`config.mk`:
```
export PLATFORM = sky130hd
export DESIGN_NAME = datacmp_seq
export DESIGN_NICKNAME = d
export VERILOG_FILES = /design/src/rtl/datacmp_pkg.sv /design/src/rtl/datacmp_chunk.sv /design/src/rtl/datacmp_seq.sv
export SDC_FILE = /design/constraint.sdc
export NUM_CORES = 1
export LEC_CHECK = 0
export BUFFER_PORTS_ARGS = -buffer_cell sky130_fd_sc_hd__buf_2
export CAP_MARGIN = 20
export CORE_MARGIN = 2
export CORE_UTILIZATION = 24
export DETAILED_ROUTE_END_ITERATION = 10
export PLACE_DENSITY = 0.44
export SLEW_MARGIN = 10
export SYNTH_ARGS = -nofsm -noshare
export SYNTH_HDL_FRONTEND = slang
export SYNTH_SLANG_ARGS = --single-unit
```
`constraint.sdc`:
```
create_clock -name iClk -period 6.1 [get_ports iClk]
set_input_delay 1.22 -clock iClk [delete_from_list [all_inputs] [get_ports iClk]]
set_output_delay 1.22 -clock iClk [all_outputs]
set_load 0.005 [all_outputs]
```
`src/rtl/datacmp_pkg.sv`:
```
// Shared result codes, FSM state encoding and sizing helper for the sequential comparator.
package datacmp_pkg;

    localparam logic [2:0] CMP_GT = 3'b100;
    localparam logic [2:0] CMP_LT = 3'b010;

    typedef enum logic {
        StIdle,
        StCmp
    } state_e;

    // Clamped to 1 so a degenerate configuration still yields one compare cycle.
    function automatic int unsigned num_chunks(input int unsigned data_w,
                                               input int unsigned chunk_w);
        int unsigned n;
        n = (chunk_w == 0) ? 1 : data_w / chunk_w;
        return (n < 1) ? 1 : n;
    endfunction

endpackage

```
`src/rtl/datacmp_chunk.sv`:
```
// Combinational CHUNK_W-bit magnitude compare; signed_i selects two's complement for this chunk.
module datacmp_chunk #(
    parameter int unsigned CHUNK_W = 4
) (
    input  logic [CHUNK_W-1:0] a_i,
    input  logic [CHUNK_W-1:0] b_i,
    input  logic               signed_i,
    output logic               gt_o,
    output logic               lt_o
);

    logic [CHUNK_W-1:0] a_adj;
    logic [CHUNK_W-1:0] b_adj;

    // Flipping the sign bit maps two's complement order onto unsigned order.
    always_comb begin
        a_adj = a_i;
        b_adj = b_i;
        a_adj[CHUNK_W-1] = a_i[CHUNK_W-1] ^ signed_i;
        b_adj[CHUNK_W-1] = b_i[CHUNK_W-1] ^ signed_i;
    end

    assign gt_o = (a_adj > b_adj);
    assign lt_o = (a_adj < b_adj);

endmodule

```
`src/rtl/datacmp_seq.sv`:
```
// Multi-cycle chunked magnitude comparator, MSB chunk first, with cascade pass-through.
// Optional signed compare of the top chunk is enabled by defining DATACMP_SIGNED_EN.
module datacmp_seq
    import datacmp_pkg::*;
#(
    parameter int unsigned DATA_W  = 32,
    parameter int unsigned CHUNK_W = 4
) (
    input  logic              iClk,
    input  logic              iRst,
    input  logic              iStart,
    input  logic [DATA_W-1:0] iData_a,
    input  logic [DATA_W-1:0] iData_b,
    input  logic [2:0]        iData,
`ifdef DATACMP_SIGNED_EN
    input  logic              iSigned,
`endif
    output logic              oReady,
    output logic              oValid,
    output logic [2:0]        oData
);

    localparam int unsigned NUM_CHUNKS = num_chunks(DATA_W, CHUNK_W);
    localparam int unsigned IDX_W      = (NUM_CHUNKS > 1) ? $clog2(NUM_CHUNKS) : 1;
    localparam logic [IDX_W-1:0] IDX_TOP = IDX_W'(NUM_CHUNKS - 1);

    state_e            state_q, state_d;
    logic [IDX_W-1:0]  idx_q, idx_d;
    logic [DATA_W-1:0] a_q, a_d;
    logic [DATA_W-1:0] b_q, b_d;
    logic [2:0]        casc_q, casc_d;
    logic              valid_q, valid_d;
    logic [2:0]        data_q, data_d;
    logic              signed_q, signed_d;

    logic [CHUNK_W-1:0] a_chunk;
    logic [CHUNK_W-1:0] b_chunk;
    logic               chunk_signed;
    logic               chunk_gt;
    logic               chunk_lt;
    logic               start_signed;

`ifdef DATACMP_SIGNED_EN
    assign start_signed = iSigned;
`else
    assign start_signed = 1'b0;
`endif

    assign a_chunk = a_q[int'(idx_q) * CHUNK_W +: CHUNK_W];
    assign b_chunk = b_q[int'(idx_q) * CHUNK_W +: CHUNK_W];

    // Only the most significant chunk carries the sign.
    assign chunk_signed = signed_q && (idx_q == IDX_TOP);

    datacmp_chunk #(
        .CHUNK_W (CHUNK_W)
    ) u_chunk (
        .a_i      (a_chunk),
        .b_i      (b_chunk),
        .signed_i (chunk_signed),
        .gt_o     (chunk_gt),
        .lt_o     (chunk_lt)
    );

    always_comb begin
        state_d  = state_q;
        idx_d    = idx_q;
        a_d      = a_q;
        b_d      = b_q;
        casc_d   = casc_q;
        signed_d = signed_q;
        valid_d  = 1'b0;
        data_d   = data_q;

        unique case (state_q)
            StIdle: begin
                if (iStart) begin
                    a_d      = iData_a;
                    b_d      = iData_b;
                    casc_d   = iData;
                    signed_d = start_signed;
                    idx_d    = IDX_TOP;
                    state_d  = StCmp;
                end
            end
            StCmp: begin
                if (chunk_gt) begin
                    data_d  = CMP_GT;
                    valid_d = 1'b1;
                    state_d = StIdle;
                end else if (chunk_lt) begin
                    data_d  = CMP_LT;
                    valid_d = 1'b1;
                    state_d = StIdle;
                end else if (idx_q == '0) begin
                    data_d  = casc_q;
                    valid_d = 1'b1;
                    state_d = StIdle;
                end else begin
                    idx_d = idx_q - 1'b1;
                end
            end
            default: state_d = StIdle;
        endcase
    end

    always_ff @(posedge iClk) begin
        if (iRst) begin
            state_q  <= StIdle;
            idx_q    <= IDX_TOP;
            a_q      <= '0;
            b_q      <= '0;
            casc_q   <= '0;
            signed_q <= 1'b0;
            valid_q  <= 1'b0;
            data_q   <= '0;
        end else begin
            state_q  <= state_d;
            idx_q    <= idx_d;
            a_q      <= a_d;
            b_q      <= b_d;
            casc_q   <= casc_d;
            signed_q <= signed_d;
            valid_q  <= valid_d;
            data_q   <= data_d;
        end
    end

    // A result pulse always lands in IDLE, so a start in the same cycle is accepted.
    assign oReady = (state_q == StIdle);
    assign oValid = valid_q;
    assign oData  = data_q;

endmodule

```
Word level (Yosys, flattened, before mapping):

Index checks and enable logic that the tools add are counted.

* add/sub/neg operators: 1
* $lt $le $gt $ge: 2
* equality and inequality tests: 4
* shifts and indexed selects: 2
* multiplexer cells: 16
* bitwise operators: 1
* reduce and logical (&&, ||, !) cells: 6

Operator list (number)
* 32-bit by 6-bit indexed part select with 4-bit output: 2
* 3-bit two-way mux: 7
* 2-bit != test, second input constant: 4
* 1-bit two-way mux: 7
* 3-bit case mux with 2 select lines: 1
* 4-bit greater-than comparator: 1
* 4-bit < comparator: 1
* 2-bit AND reduction: 2
* 4-bit AND reduction: 1
* 3-bit zero test: 1
* 3-bit nonzero test: 1
* 3-bit by 1-bit subtractor with 3-bit output, second input constant: 1
* 1-bit case mux with 2 select lines: 1
* 2-bit OR reduction: 1
* 1-bit NOT: 1

* register bits after elaboration: 75
* input bits: 70
* output and inout port bits: 5
* word-level logic and storage cells: 39

Longest topological paths before layout:

Gate-level depths: netlist (run 1).

* word-level depth: 5
* depth in mapped cells: 9

Hierarchy:

Synthesis (run 1) repeated with hierarchy kept, for this count alone.

* cell total of the unflattened synthesis: 381
* area total of the unflattened synthesis: 3350.7 um^2

By module, submodules not included
* datacmp_seq: instances 1, cells an instance 365, area each 3223.1 um^2, sequential area each 1501.4 um^2
* datacmp_chunk: instances 1, cells an instance 16, area each 127.6 um^2, sequential area each 0.0 um^2

Least setup slack after synthesis (run 1):

Ideal clock, no wire load.

* path kind: reg2reg
* start: register idx_q[0]
* end: register idx_q[2]
* arrival time: 2.357 ns
* data required time: 5.977 ns
* path slack: 3.620 ns
* stages on the path, launching flop included: 9
* path buffers: 1
* clock period less this slack: 2.480 ns
* path through: dfxtp_1 buf_4 mux4_2 mux2_2 ha_1 nand4_2 a311oi_4 and4_1 o21bai_1

* cells in the longest elaborated chain, start to end: 5
* elaborated cells between the ends (all ways): 14
* those cells by class: add/sub (1); order compare (2); eq/ne (3); shift (2); mux (4); reduce/logical (2)

RTL lines
* start: declaration: line datacmp_seq.sv:28 `logic [IDX_W-1:0] idx_q, idx_d;`
* start signal: assignment: line datacmp_seq.sv:119 `idx_q <= idx_d;`
* branches (longest 5 deep; another with 4-bit < comparator)

Parallel ways; which one is timed is not known. The select of a mux whose other input is x is not followed.
A chain may end at the register's enable or synchronous reset.

Worst setup path in the final report (run 1):

* start: register idx_q[1]
* end: register idx_q[2]

Same word-level chain as after synthesis.

==> metrics.txt, run 1 <==
synthesized area per cell 8.718 sq um; Setup crit end idx_q[2]$_SDFFE_PP1P_; Starting DRT DRC Count 123; Wirelength per Cell 13.34 microns; R2R cell count 7; TNS Setup 0 ps; FP Rows 42; Detailed Place HPWL 5815 microns; Reg clk slew, reported paths 60 ps; Worst R2R Start idx_q[1]$_SDFFE_PP1P_; Filler cells 1,470; hold_buf cts 0; vias in the first global route 2,788; die height 120.6 microns; global route overflow 0; Root Buffer clkbuf_16; CP max FO 18; final wirelength 8207 microns; maximum VDD drop 0.1463 mV; nets@finish 510; All-Layer GR Usage 12.00%; P_leak 1.700 nW; final-report hold violation count 0; sequential element share of the synthesized area 46.05%; Pwr Density 301.1 mW/mm^2; Ys Warns 0; min Tclk post-route 3079 ps; crit path from idx_q[1]$_SDFFE_PP1P_; critical path type reg -> reg; CTS max path bufs 2; number of port buffers 74; io pins 75; syn_nets 450; die area 0.01453 sq mm; HP Class reg -> reg; RSZ-0062 raised after global routing no; R2R Path End idx_q[2]$_SDFFE_PP1P_; synthesized cell area 0.003261 sq mm; # setup viols final 0; Clk Latency, worst-skew pair 320 ps; CP arrival 3290 ps; initial antenna violation count 0; ANT nets after route 0; setup bufs post-CTS 0; ratio of final minimum period to clock period 50.48%; count of state elements after synthesis 75; register area 0.001503 sq mm; Max-slew headroom 41.23%; Worst setup EP type flop; Critical Path RT 6310 ps; drt drc 0; flop2flop setup slack 3020 ps; DRT Pass-1 Iters 5; Die W 120.6 microns; largest net degree at the start of global routing 79; area of the multi-input gates 0.001615 sq mm; Vias/cell 4.322; max_cap viols 0; core area 0.01324 sq mm; final worst setup slack 3021 ps; status finished, final reports clean; layout cells sized above 1 27.11%; type of origin of the critical path flop; CTS tree done; Initial Utilization 24.62%; Slew Viols, Final 0; ant diodes 0; Post-CTS Resized 0; GP Congestion 0.7347; worst slack, placed 2734 ps; Clock Sinks 75; Layout Area Growth over Synthesis 23.94%; Netlist cell types 31; DR vias 2,658; post-synthesis instance total 374; CTS HTree Levels 3; skew final 5.997 ps; Slew @ Worst Pin 880.4 ps; Num CTS Buffers 9; Max Clk Rate 0.3247 GHz; first-pass GRT wire length 13,740 microns
==> cell families after synthesis <==
family | Yosys count | synth area share (%)
multiplexers | 26 | 14.27
flip-flops | 75 | 46.05
AND/OR/NAND/NOR | 154 | 18.99
adder cells (fa/ha/maj) | 6 | 2.302
buffers and inverters | 32 | 4.720
AO/OA/AOI/OAI | 81 | 13.66
==> metal layers <==
| metal | routed length [microns] | track usage [%] | part of all wire, % | vias to the layer above |
|---|---|---|---|---|
| met5 | 0 | 0 | 0 | - |
| met4 | 75 | 3.270 | 0.91 | 0 |
| li1 | - | - | - | 1383 |
| met1 | 4221 | 16.44 | 51 | 1224 |
| met3 | 278 | 2.972 | 3.4 | 5 |
| met2 | 3631 | 18.82 | 44 | 46 |
==> cell usage in the layout, fill, tap and decap left out, drive strengths merged, types with 4 or more instances in the layout <==
master  count
a21oi      71
buf        77
clkbuf     11
dfxtp      75
ha          6
inv         4
mux2        4
mux2i       6
mux4       16
nand2     137
nor2b       4
o21ai       4
==> cells in the mapped netlist <==
master | instances | area (sq um)
a211o_1 | 1 | 8.760
a21o_1 | 1 | 7.510
a21oi_1 | 70 | 350.3
a21oi_2 | 1 | 8.760
a22oi_1 | 1 | 7.510
a311oi_1 | 1 | 8.760
a311oi_4 | 1 | 26.28
and4_1 | 1 | 8.760
buf_1 | 3 | 11.26
buf_2 | 9 | 45.04
buf_4 | 4 | 30.03
buf_6 | 1 | 11.26
clkbuf_1 | 11 | 41.29
dfxtp_1 | 75 | 1501
ha_1 | 6 | 75.07
inv_1 | 4 | 15.01
mux2_2 | 4 | 45.04
mux2i_1 | 6 | 60.06
mux4_2 | 16 | 360.4
nand2_1 | 136 | 510.5
nand2_2 | 1 | 6.260
nand2b_1 | 2 | 12.51
nand3_1 | 3 | 15.01
nand4_2 | 1 | 12.51
nor2_1 | 3 | 11.26
nor2b_1 | 4 | 25.02
nor3_1 | 2 | 10.01
nor3b_1 | 1 | 7.510
o21ai_0 | 3 | 15.01
o21ai_1 | 1 | 5.000
o21bai_1 | 1 | 7.510
==> sequential cells by signal, summed over array words and instances (netlist names) <==
name and count:
casc_q 3, b_q 32, state_q 1, oData 3, idx_q 3, oValid 1
a_q 32
==> worst min-delay path by stage <==
stage,start,to,slack [ps],depth (start not counted)
floorplan,a_q[10]$_SDFFE_PP0P_,a_q[10]$_SDFFE_PP0P_,430,2
global placement,b_q[17]$_SDFFE_PP0P_,b_q[17]$_SDFFE_PP0P_,440,2
detailed placement,b_q[15]$_SDFFE_PP0P_,b_q[15]$_SDFFE_PP0P_,450,2
CTS,b_q[10]$_SDFFE_PP0P_,b_q[10]$_SDFFE_PP0P_,450,2
global route,a_q[8]$_SDFFE_PP0P_,a_q[8]$_SDFFE_PP0P_,480,2
finish,b_q[10]$_SDFFE_PP0P_,b_q[10]$_SDFFE_PP0P_,450,2
==> metrics by stage <==
stage               total power [mW]  hold slack, ps  cells  area, sq um  utilization [%]
finish                         1.217           449.8    615         4041            30.52
global route                   1.283           476.7    615         4041            30.52
CTS                            1.239           452.6    615         4040            30.51
detailed placement            0.7172           447.3    599         3745            28.28
global placement              0.7148           441.5    599         3745            28.28
floorplan                     0.6630           433.1    374         3261                -
==> layout make-up <==
class,count,share of cell area (%)
clock buffer,11,6.006
clock inverter,5,1.300
inverter,4,0.3715
multi-input combinational,267,39.97
sequential,75,37.18
tap,176,5.449
timing repair buffer,77,9.721
==> report_power, final <==
part | leakage (nW) | internal [mW] | switching, mW
Clock | 0.145 | 0.325 | 0.188
Sequential | 0.615 | 0.522 | 0.0227
Combinational | 0.939 | 0.0727 | 0.0855
Total | 1.70 | 0.921 | 0.297
==> critical path, stage by stage (launching register included) <==
cell      delay, ps
dfxtp_1         890
mux4_2          620
mux2_2          290
ha_1            280
nand4_2         140
a311oi_4        430
and4_1          240
o21bai_1         60
Power figures use the tool's default switching activity.
==> run 2: changes to the inputs <==
clock period = 3 ns   (was 6.1 ns; I/O delays follow)
==> metrics.txt, run 2 (synthesis results as in run 1) <==
skew final 7.614 ps (+1.617 ps); layout cells sized above 1 28.25% (+1.1 points); TNS Setup 0 ps (unchanged); Detailed Place HPWL 6190 microns (+6.4%); clock group share of total power 40.9% (-1.3 points); Clk Latency, worst-skew pair 330 ps (about the same); Sw Pwr 636.2 uW (+110%); Initial Utilization 24.62% (unchanged); P_leak 1.729 nW (+1.7%); Max-slew headroom 53.45% (+12 points); # setup viols final 0 (unchanged); largest net degree at the start of global routing 49 (-38%); CTS tree done; Root Buffer clkbuf_16; status finished, final reports clean; hold wc startpoint b_q[14]$_SDFFE_PP0P_; RSZ-0062 raised after global routing no; io pins 75 (unchanged); Slew @ Worst Pin 695.8 ps (-184.6 ps); most frequent cells in the layout nand2_1 (135), dfxtp_1 (75), buf_2 (74), a21oi_1 (70), mux4_2 (16); core area 0.01324 sq mm (unchanged); vias in the first global route 2,703 (-3.0%); Clock Sinks 75 (unchanged); global route overflow 0 (unchanged); Worst R2R Start idx_q[1]$_SDFFE_PP1P_; Pint 1.800 mW (+96%); Filler cells 1,459 (-0.75%); Starting DRT DRC Count 111 (-9.8%); CP arrival 2970 ps (-320 ps); worst slack, placed 227.2 ps (-2506 ps); Pwr Density 595.9 mW/mm^2 (+98%); CTS max path bufs 2 (unchanged); All-Layer GR Usage 12.20% (+0.21 points); DRT Pass-1 Iters 7 (+2); ratio of final minimum period to clock period 91.86% (+41 points); Layout Area Growth over Synthesis 25.40%; Fin Hold WS 451.3 ps (+1.517 ps); ANT nets after route 0 (unchanged); Worst setup EP type flop; Comb pwr share 14.0% (+1.0 points); final worst setup slack 244.3 ps (-2776 ps); min Tclk post-route 2756 ps (-323.7 ps); R2R cell count 7 (unchanged); initial antenna violation count 0 (unchanged); final-report hold violation count 0 (unchanged); Wirelength per Cell 13.40 microns (+0.43%); nets@finish 517 (+1.4%); hold_buf cts 0 (unchanged); R2R Path End idx_q[1]$_SDFFE_PP1P_; DR vias 2,703 (+1.7%); Critical Path RT 3210 ps (-3100 ps); GP Congestion 0.7338 (-0.12%); drt drc 0 (unchanged); Die W 120.6 microns (unchanged); Vias/cell 4.346 (+0.55%); Hold Path Stages 2 (unchanged); sequential share of power 45.2% (+0.4 points); Num CTS Buffers 9 (unchanged); first-pass GRT wire length 13,710 microns (-0.20%); max_cap viols 0 (unchanged); ant diodes 0 (unchanged); maximum VDD drop 0.2544 mV (+74%); Slew Viols, Final 0 (unchanged); sink of the worst hold path b_q[14]$_SDFFE_PP0P_; CP max FO 11 (-7); critical path type reg -> reg; CTS HTree Levels 3 (unchanged); flop2flop setup slack 240 ps (-2780 ps); FP Rows 42 (unchanged); HP Class reg -> reg; Sw Share 26.11% (+1.8 points); die height 120.6 microns (unchanged); die area 0.01453 sq mm (unchanged); type of origin of the critical path flop; biggest regs a_q: 32 flops, b_q: 32 flops; most common cell after layout, fill and taps aside nand2_1; setup bufs post-CTS 0 (unchanged); Max Clk Rate 0.3629 GHz (+12%); Post-CTS Resized 0 (unchanged); number of port buffers 74 (unchanged); Reg clk slew, reported paths 60 ps (about the same); final wirelength 8336 microns (+1.6%)
==> run 2: cell count changes in the layout (fill, tap and decap cells not counted) <==
cell / before / now
buf_4: 3 / 9
buf_12: 0 / 1
bufinv_16: 1 / 0
clkbuf_1: 1 / 0
clkinv_4: 0 / 1
dfxtp_1: 74 / 75
dfxtp_2: 1 / 0
inv_6: 0 / 1
==> run 2: final cells by class <==
type                       instances  area [sq um]  area share, %
clock inverter                     6         40.04         0.9792
inverter                           4         15.01         0.3672
multi-input combinational        267          1615          39.50
tap                              176         220.2          5.386
sequential                        75          1501          36.72
timing repair buffer              84         457.9          11.20
clock buffer                      10         239.0          5.845
==> run 2: worst max-delay path, cell delays in order, from the launching register on <==
cell and delay (ps):
dfxtp_1 650, mux4_2 570, mux2_2 280, ha_1 280, nand4_2 140, a311oi_4 410, nand2_2 150, mux2i_1 160
==> run 2: metrics by stage <==
| stage | power [mW] | cells | area [sq um] | util, % |
|---|---|---|---|---|
| after detailed placement | 1.470 | 606 | 3810 | 28.77 |
| after global placement | 1.466 | 606 | 3810 | 28.77 |
| after floorplan | 1.348 | 374 | 3261 | - |
| after global routing | 2.573 | 622 | 4089 | 30.88 |
| final | 2.436 | 622 | 4089 | 30.88 |
| after CTS | 2.478 | 622 | 4089 | 30.88 |
==> run 2: worst max path at each step <==
| stage | start | endpoint | slack (ps) | depth (start not counted) |
|---|---|---|---|---|
| floorplan | idx_q[0]$_SDFFE_PP1P_ | idx_q[2]$_SDFFE_PP1P_ | 520 | 8 |
| CTS | idx_q[1]$_SDFFE_PP1P_ | idx_q[1]$_SDFFE_PP1P_ | 210 | 7 |
| finish | idx_q[1]$_SDFFE_PP1P_ | idx_q[1]$_SDFFE_PP1P_ | 240 | 7 |
| detailed placement | idx_q[0]$_SDFFE_PP1P_ | idx_q[1]$_SDFFE_PP1P_ | 230 | 8 |
| global route | idx_q[1]$_SDFFE_PP1P_ | idx_q[2]$_SDFFE_PP1P_ | 50 | 7 |
| global placement | idx_q[0]$_SDFFE_PP1P_ | idx_q[2]$_SDFFE_PP1P_ | 310 | 8 |
==> run 2: per-layer routing <==
layer,track usage (%),vias up,share of wire [%]
met1,16.49,1243,49
met5,0,-,0
met4,5.015,0,1.6
met2,18.33,51,44
met3,3.396,10,4.6
li1,-,1399,-
==> run 2: power groups by stage <==
stage	Sequential, mW	Clock (mW)	Combinational [mW]
floorplan	1.11	0	0.242
global placement	1.13	0	0.340
detailed placement	1.12	0	0.348
CTS	1.10	1.03	0.350
global route	1.11	1.08	0.388
finish	1.10	0.996	0.340
==> run 3: changes to the inputs <==
CORE_MARGIN = default   (was 2)
==> metrics.txt, run 3 (synthesis results as in run 1) <==
RSZ-0062 raised after global routing no; All-Layer GR Usage 12.45% (+0.24 points); Critical Path RT 3210 ps (about the same); Sw Share 23.88% (-2.2 points); status finished, final reports clean; Sw Pwr 637.1 uW (+0.14%); FP Rows 42 (unchanged); Pint 2.031 mW (+13%); vias in the first global route 2,667 (-1.3%); Slew @ Worst Pin 663.2 ps (-32.59 ps); Filler cells 1,419 (-2.7%); initial antenna violation count 0 (unchanged); setup bufs post-CTS 0 (unchanged); Layout Area Growth over Synthesis 27.48%; ANT nets after route 0 (unchanged); number of port buffers 74 (unchanged); first-pass GRT wire length 13,570 microns (-1.0%); CTS tree done; P_leak 1.756 nW (+1.6%); register area 0.001501 sq mm (unchanged); nets@finish 516 (-0.19%); Comb pwr share 12.9% (-1.1 points); CP max FO 12 (+1); flop2flop setup slack 270 ps (+20 ps); Detailed Place HPWL 6130 microns (-0.97%); Max Clk Rate 0.3661 GHz (+0.89%); skew final 7.864 ps (+0.2497 ps); Pwr Density 641.9 mW/mm^2 (+7.7%); io pins 75 (unchanged); CP arrival 2950 ps (-20 ps); die height 118.6 microns (-1.7%); clock group share of total power 45.9% (+5.0 points); hold_buf cts 0 (unchanged); Final Util 31.39% (+0.51 points); ratio of final minimum period to clock period 91.05% (-0.81 points); die area 0.01406 sq mm (-3.3%); TNS Setup 0 ps (unchanged); Starting DRT DRC Count 124 (+12%); Die W 118.6 microns (-1.7%); maximum VDD drop 0.2290 mV (-10%); Initial Utilization 24.62% (unchanged); dpl cells 605 (-0.17%); Max-slew headroom 55.63% (+2.2 points); area of the multi-input gates 0.001615 sq mm (unchanged); type of origin of the critical path flop; final wirelength 8289 microns (-0.56%); GP Congestion 0.7443 (+1.4%); most common cell after layout, fill and taps aside nand2_1; CTS max path bufs 2 (unchanged); drt drc 0 (unchanged); min Tclk post-route 2732 ps (-24.24 ps); Post-CTS Resized 0 (unchanged); CTS HTree Levels 3 (unchanged); Root Buffer clkbuf_16; Worst setup EP type flop; ant diodes 0 (unchanged); Clk Latency, worst-skew pair 330 ps (about the same); DRT Pass-1 Iters 4 (-3); Final Cell Area 0.004156 sq mm (+1.7%); core area 0.01324 sq mm (unchanged); largest net degree at the start of global routing 42 (-14%); DR vias 2,697 (-0.22%); Num CTS Buffers 9 (unchanged); sequential share of power 41.1% (-4.1 points); max_cap viols 0 (unchanged); critical path type reg -> reg; final cell count without fillers 621 (-0.16%); Slew Viols, Final 0 (unchanged); most frequent cells in the layout nand2_1 (135), dfxtp_1 (75), buf_2 (74), a21oi_1 (70), mux4_2 (16); HP Class reg -> reg; biggest regs a_q: 32 flops, b_q: 32 flops; Clock Sinks 75 (unchanged); Vias/cell 4.343 (about the same); layout cells sized above 1 28.09% (-0.16 points); Reg clk slew, reported paths 50 ps (about the same); Wirelength per Cell 13.35 microns (-0.40%); final-report hold violation count 0 (unchanged); placed cell areas 0.003815 sq mm (+0.13%); # setup viols final 0 (unchanged); global route overflow 0 (unchanged)
[run 3: cell count changes in the layout (fill, tap and decap cells not counted), sizes merged]
| cell | before | now |
|---|---|---|
| clkbuf | 10 | 9 |
| buf | 84 | 83 |
| inv | 5 | 4 |
| bufinv | 0 | 3 |
| clkinv | 4 | 3 |
[run 3: path summary, 6_finish.rpt]
check	from	endpoint	cells past startpoint
max	idx_q[0]$_SDFFE_PP1P_	idx_q[2]$_SDFFE_PP1P_	8
min	a_q[7]$_SDFFE_PP0P_	a_q[7]$_SDFFE_PP0P_	2
max reg2reg	idx_q[0]$_SDFFE_PP1P_	idx_q[2]$_SDFFE_PP1P_	8
min reg2reg	a_q[7]$_SDFFE_PP0P_	a_q[7]$_SDFFE_PP0P_	2
[run 3: per-stage QoR]
stage	worst slack, ps	hold WS (ps)	total power [mW]
after global routing	112.5	474.7	2.791
after detailed placement	238.7	445.8	1.472
after global placement	297.5	441.2	1.467
after CTS	230.9	452.7	2.700
final	268.5	452.2	2.668
after floorplan	519.8	433.1	1.348
[run 3: layout make-up]
cell class / instances / area share, %
timing repair buffer: 83 / 11.14
multi-input combinational: 267 / 38.86
sequential: 75 / 36.12
tap: 176 / 5.298
clock inverter: 7 / 2.800
inverter: 4 / 0.3612
clock buffer: 9 / 5.418
[run 3: power groups by stage]
| stage | logic (mW) | registers [mW] | clock network (mW) |
|---|---|---|---|
| floorplan | 0.242 | 1.11 | 0 |
| global placement | 0.345 | 1.12 | 0 |
| detailed placement | 0.353 | 1.12 | 0 |
| CTS | 0.354 | 1.10 | 1.25 |
| global route | 0.388 | 1.11 | 1.30 |
| finish | 0.345 | 1.10 | 1.22 |
[run 3: metal layers]
layer | vias up | share of wire [%] | global-route usage [%]
li1 | 1398 | - | -
met2 | 57 | 43 | 18.31
met3 | 13 | 4.2 | 3.282
met5 | - | 0 | 0
met1 | 1229 | 51 | 17.45
met4 | 0 | 1.5 | 4.272
[run 3: worst max-delay path, cell delays in order (launching register included)]
cell      delay, ps
dfxtp_1         330
buf_4           240
mux4_2          530
mux2_2          280
ha_1            340
nand4_2         170
a311oi_4        410
and4_1          240
o21bai_1         60
